`src/rtl/qei_multi_counter.sv`:
```
// Quadrature encoder interface: synchronized, glitch-filtered A/B/Z decoding into a position count.
// Define QEI_VELOCITY_EN to build the windowed velocity measurement; otherwise vel/vel_valid read 0.
module qei_multi_counter #(
  parameter int CNT_W       = 16,
  parameter int SYNC_STAGES = 2,
  parameter int FILT_LEN    = 4,
  parameter int VEL_WIN     = 1024
) (
  input  logic             clk,
  input  logic             rst,
  input  logic             a_in,
  input  logic             b_in,
  input  logic             z_in,
  input  logic             idx_clr_en,
  input  logic             err_clr,
  output logic [CNT_W-1:0] count,
  output logic             dir,
  output logic             step,
  output logic             idx_pulse,
  output logic             err,
  output logic [CNT_W-1:0] vel,
  output logic             vel_valid
);

  localparam int FW     = (FILT_LEN > 1) ? $clog2(FILT_LEN) : 1;
  localparam int SETTLE = SYNC_STAGES + FILT_LEN + 1;
  localparam int SW     = $clog2(SETTLE + 1);

  if (CNT_W < 8 || CNT_W > 32) begin : g_bad_cnt_w
    $error("CNT_W out of range");
  end
  if (SYNC_STAGES < 2 || SYNC_STAGES > 4) begin : g_bad_sync
    $error("SYNC_STAGES out of range");
  end
  if (FILT_LEN < 1 || FILT_LEN > 16) begin : g_bad_filt
    $error("FILT_LEN out of range");
  end
  if (VEL_WIN < 2 || VEL_WIN > 65535) begin : g_bad_win
    $error("VEL_WIN out of range");
  end

  // Pin bundle ordering everywhere below: {A, B, Z}
  logic [SYNC_STAGES-1:0][2:0] sync_pipe;
  logic [2:0]                  synced;
  logic [2:0]                  filt;
  logic [FW-1:0]               filt_cnt [3];
  logic [SW-1:0]               settle_cnt;
  logic                        settled;
  logic [1:0]                  cur_ab, prev_ab, ab_diff;
  logic                        cur_z, prev_z;
  logic                        legal, illegal, fwd, z_rise;

  always_ff @(posedge clk) begin
    if (rst) begin
      sync_pipe <= '0;
    end else begin
      sync_pipe <= {sync_pipe[SYNC_STAGES-2:0], {a_in, b_in, z_in}};
    end
  end

  assign synced = sync_pipe[SYNC_STAGES-1];

  // A level is accepted on the FILT_LEN-th consecutive cycle it disagrees with the filtered value
  always_ff @(posedge clk) begin
    if (rst) begin
      filt <= '0;
      for (int i = 0; i < 3; i++) filt_cnt[i] <= '0;
    end else begin
      for (int i = 0; i < 3; i++) begin
        if (synced[i] == filt[i]) begin
          filt_cnt[i] <= '0;
        end else if (filt_cnt[i] == FW'(FILT_LEN - 1)) begin
          filt[i]     <= synced[i];
          filt_cnt[i] <= '0;
        end else begin
          filt_cnt[i] <= filt_cnt[i] + FW'(1);
        end
      end
    end
  end

  // Until the pipeline has refilled after reset, filtered levels only seed the decoder baseline
  always_ff @(posedge clk) begin
    if (rst) begin
      settle_cnt <= '0;
    end else if (!settled) begin
      settle_cnt <= settle_cnt + SW'(1);
    end
  end

  assign settled = (settle_cnt == SW'(SETTLE));
  assign cur_ab  = filt[2:1];
  assign cur_z   = filt[0];

  always_comb begin
    ab_diff = cur_ab ^ prev_ab;
    legal   = settled && (ab_diff == 2'b01 || ab_diff == 2'b10);
    illegal = settled && (ab_diff == 2'b11);
    fwd     = prev_ab[1] ^ cur_ab[0];
    z_rise  = settled && cur_z && !prev_z;
  end

  always_ff @(posedge clk) begin
    if (rst) begin
      prev_ab   <= '0;
      prev_z    <= 1'b0;
      count     <= '0;
      dir       <= 1'b0;
      step      <= 1'b0;
      idx_pulse <= 1'b0;
      err       <= 1'b0;
    end else begin
      prev_ab   <= cur_ab;
      prev_z    <= cur_z;
      step      <= legal;
      idx_pulse <= z_rise;
      err       <= illegal | (err & ~err_clr);
      if (legal) dir <= fwd;
      if (z_rise && idx_clr_en) begin
        count <= '0;
      end else if (legal) begin
        count <= fwd ? count + CNT_W'(1) : count - CNT_W'(1);
      end
    end
  end

`ifdef QEI_VELOCITY_EN
  localparam int WW = $clog2(VEL_WIN);

  logic [WW-1:0]    win_cnt;
  logic [CNT_W-1:0] vel_acc;
  logic [CNT_W-1:0] step_delta;

  always_comb begin
    step_delta = '0;
    if (legal) step_delta = fwd ? CNT_W'(1) : '1;
  end

  // A step on the closing cycle belongs to the next window
  always_ff @(posedge clk) begin
    if (rst) begin
      win_cnt   <= '0;
      vel_acc   <= '0;
      vel       <= '0;
      vel_valid <= 1'b0;
    end else if (win_cnt == WW'(VEL_WIN - 1)) begin
      win_cnt   <= '0;
      vel       <= vel_acc;
      vel_valid <= 1'b1;
      vel_acc   <= step_delta;
    end else begin
      win_cnt   <= win_cnt + WW'(1);
      vel_acc   <= vel_acc + step_delta;
      vel_valid <= 1'b0;
    end
  end
`else
  assign vel       = '0;
  assign vel_valid = 1'b0;
`endif

endmodule

```
`config.mk`:
```
export PLATFORM = sky130hd
export DESIGN_NAME = qei_multi_counter
export DESIGN_NICKNAME = d
export VERILOG_FILES = /design/src/rtl/qei_multi_counter.sv
export SDC_FILE = /design/constraint.sdc
export NUM_CORES = 1
export LEC_CHECK = 0
export BUFFER_PORTS_ARGS = -buffer_cell sky130_fd_sc_hd__buf_4
export CORE_MARGIN = 5
export CORE_UTILIZATION = 35
export DETAILED_ROUTE_END_ITERATION = 12
export HOLD_SLACK_MARGIN = 0.03
export PLACE_DENSITY = 0.64
export REMOVE_ABC_BUFFERS = 1
export SETUP_SLACK_MARGIN = 0.02
export SKIP_CTS_REPAIR_TIMING = 1
export SLEW_MARGIN = 20
export SYNTH_ARGS = -nofsm -noshare
export SYNTH_HDL_FRONTEND = slang
export SYNTH_SLANG_ARGS = --single-unit
export TNS_END_PERCENT = 20
```
`constraint.sdc`:
```
create_clock -name clk -period 3.6 [get_ports clk]
set_input_delay 0.36 -clock clk [delete_from_list [all_inputs] [get_ports clk]]
set_output_delay 0.36 -clock clk [all_outputs]
set_load 0.02 [all_outputs]
```
==> results.yml <==
sta:
  fin_hold_ws_ps: 264
  hold_violations: 0
  worst_pin_slew_ps: 809
  rsz0062_at_grt: "false"
  setup_viol: 0
  min_period_ps: 2580
  slew_headroom_pct: 45.8
  fin_skew_ps: 8.34
  layout_setup_ws_ps: 1020
  slew_viol_final: 0
  finalSetupTns_ps: 0
  fmax_mhz: 387
  fin_crit_sh_pct: 71.8
floorplan:
  row_count: 30
  die_w_um: 92.3
  initial_utilization_pct: 35.5
  core_um2: 6680
  pin_count: 44
  die_h_um: 92.3
  die_area_um2: 8520
power_and_ir_drop:
  powerDensity_nw_per_um2: 321
  swShare_pct: 25.6
  pwr-share-seq_pct: 56.9
  peakVddDrop_v: 0.000239
  fin_total_pwr_mw: 0.842
  p_sw_mw: 0.215
  combPwrFrac_pct: 6.3
  p_leak_nw: 1.09
  p_int_mw: 0.627
  p_clk_share_pct: 36.8
clock_network:
  clock_sinks: 41
  cts_root_buffer: "clkbuf_8"
  clk_path_buf_depth: 2
  clk_pin_slew_ps: 90
  clk_latency_ps: 300
  htreeDepth: 2
  cts_tree: "built"
  cts_made_buffers: 5
drt:
  dr_wl_met3_um: 251
  viasPerCell: 5.14
  drt-total-wl_mm: 4.97
  num_vias: 1918
  top_layer_used: "met4"
  drt_iter0_drc: 170
  wl_met2_mm: 2.33
  drc: 0
  wl_met1_mm: 2.33
  wl_per_cell_um: 13.3
  drt_first_pass_iters: 4
  antenna_left: 0
synthesis:
  syn_avg_cell_area_um2: 8.66
  synthesis.area_um2: 2370
  synth_top_area_cell: "dfxtp_1"
  yosysWarnings: 0
  synth-edff-count: 6
  synthCells: 274
  synth_top_area_share_pct: 29.5
  ys_async_sr_fraction_pct: 0
  yosys_register_bits: 41
  seq_area_frac_synth_pct: 37.1
  ys.flop_type: "dfxtp_1"
  ys_types: 54
  synthTopCellsByArea: "dfxtp_1 (30%), edfxtp_1 (7.6%), buf_4 (5.7%)"
grt:
  grt_pass1_wl_mm: 8.53
  grt-ovfl-total: 0
  grt_usage_pct: 12.4
  grt_max_degree: 24
  grt_antenna_before_repair: 0
  first_global_vias: 1816
cells_and_area:
  nNetsFinal: 306
  layout_commonest_cell: "dfxtp_1"
  final_cell_area_um2: 2620
  fillers: 695
  antenna_cells: 0
  instances_no_fill: 373
  seq_area_um2: 881
  multi_input_comb_area_um2: 1340
  drive_above_1_share_pct: 14.7
  area_growth_syn_to_layout_pct: 10.5
  final_cell_mix: "dfxtp_1 (35), nor2_1 (28), buf_4 (27)"
  fin_util_pct: 39.2
critical_path:
  crit_buf_inv: 1
  crit_family: "simple AND/OR/NAND/NOR gates"
  critPathMaxStageDelay_ps: 530
  worstPathMaxFanout: 22
  slowest_stage: "or4_1"
  cp_cell_sequence: "xor2_2 -> buf_4 -> xnor2_1 -> ha_1 -> and3_1 -> nand4_1 -> or4_1 -> a21o_1 -> a21oi_1"
  worstSetupPathType: "reg2reg"
  critPathLaunchType: "register"
  cp-end-kind: "register"
  worstPathArrival_ps: 2830
  worstPathRequired_ps: 3840
status:
  status: "finished clean"
placement:
  numPortBuffers: 26
  gp_congestion: 0.870
  numPlacedInstances: 365
  placed_cell_area_um2: 2530
  dpl.hpwl_mm: 3.54
  place_ws_ps: 1040
worst_hold_path:
  hold_path.class: "in2reg"
flow_run:
  max-cap-violations: 0
## worst paths after layout
check,start,endpoint,slack (ps),depth (start not counted)
hold reg to reg,sync_pipe[1],synced[1],440,1
hold / removal,b_in,sync_pipe[1],260,2
setup reg to reg,filt[1],count[14],1020,9
setup / recovery,filt[1],count[14],1020,9
## registers in the layout (all words and copies together) (netlist names), 2 cells and up
register and cells:
count 16, filt_cnt 6, filt 3, settle_cnt 3
sync_pipe 3, synced 3, prev_ab 2
## cell usage after synthesis, drive strengths merged (2+ instances only)
master / count
nor2: 28
a211o: 2
nand3: 10
dfxtp: 35
or3: 7
and2: 5
nor2b: 10
a21o: 3
nor3: 8
ha: 7
edfxtp: 6
clkbuf: 12
nand4: 13
xnor2: 12
and4: 2
nor4: 5
and3: 6
conb: 2
buf: 25
a31oi: 3
mux2i: 7
or4: 4
inv: 3
o2111ai: 2
a21oi: 15
nand2: 18
xor2: 5
o21ai: 3
nor4b: 3
## power by group through the flow
stage | clock, mW | sequential, mW | combinational [mW]
final | 0.310 | 0.479 | 0.0533
after CTS | 0.321 | 0.479 | 0.0534
after global placement | 0 | 0.489 | 0.0521
after floorplan | 0 | 0.489 | 0.0390
after global routing | 0.340 | 0.480 | 0.0617
after detailed placement | 0 | 0.490 | 0.0532
## per-layer routing
metal	track usage, %	vias to the layer above
met5	0	-
met4	4.83	0
met3	2.92	5
met2	19.8	47
met1	16.2	901
li1	-	965
## cell type report
cell class / count / share of cell area [%]
inverter: 3 / 0.430
clock buffer: 6 / 2.77
timing repair buffer: 27 / 7.73
clock inverter: 2 / 0.573
tap: 80 / 3.82
sequential: 41 / 33.6
multi-input combinational: 214 / 51.1
## logic make-up (layout without fill, tap and decap cells)
group | count (synthesis) | count (layout) | synth area share, %
adders and majority gates | 7 | 7 | 3.69
other | 2 | 23 | 0.317
and+or+nand+nor | 126 | 126 | 29.9
xor gates and xnor gates | 17 | 17 | 6.91
buffers and inverters | 40 | 38 | 9.76
AOI/OAI and AO/OA | 34 | 34 | 9.34
DFF | 41 | 41 | 37.1
muxes | 7 | 7 | 2.95
(Power assumes the default switching activity.)
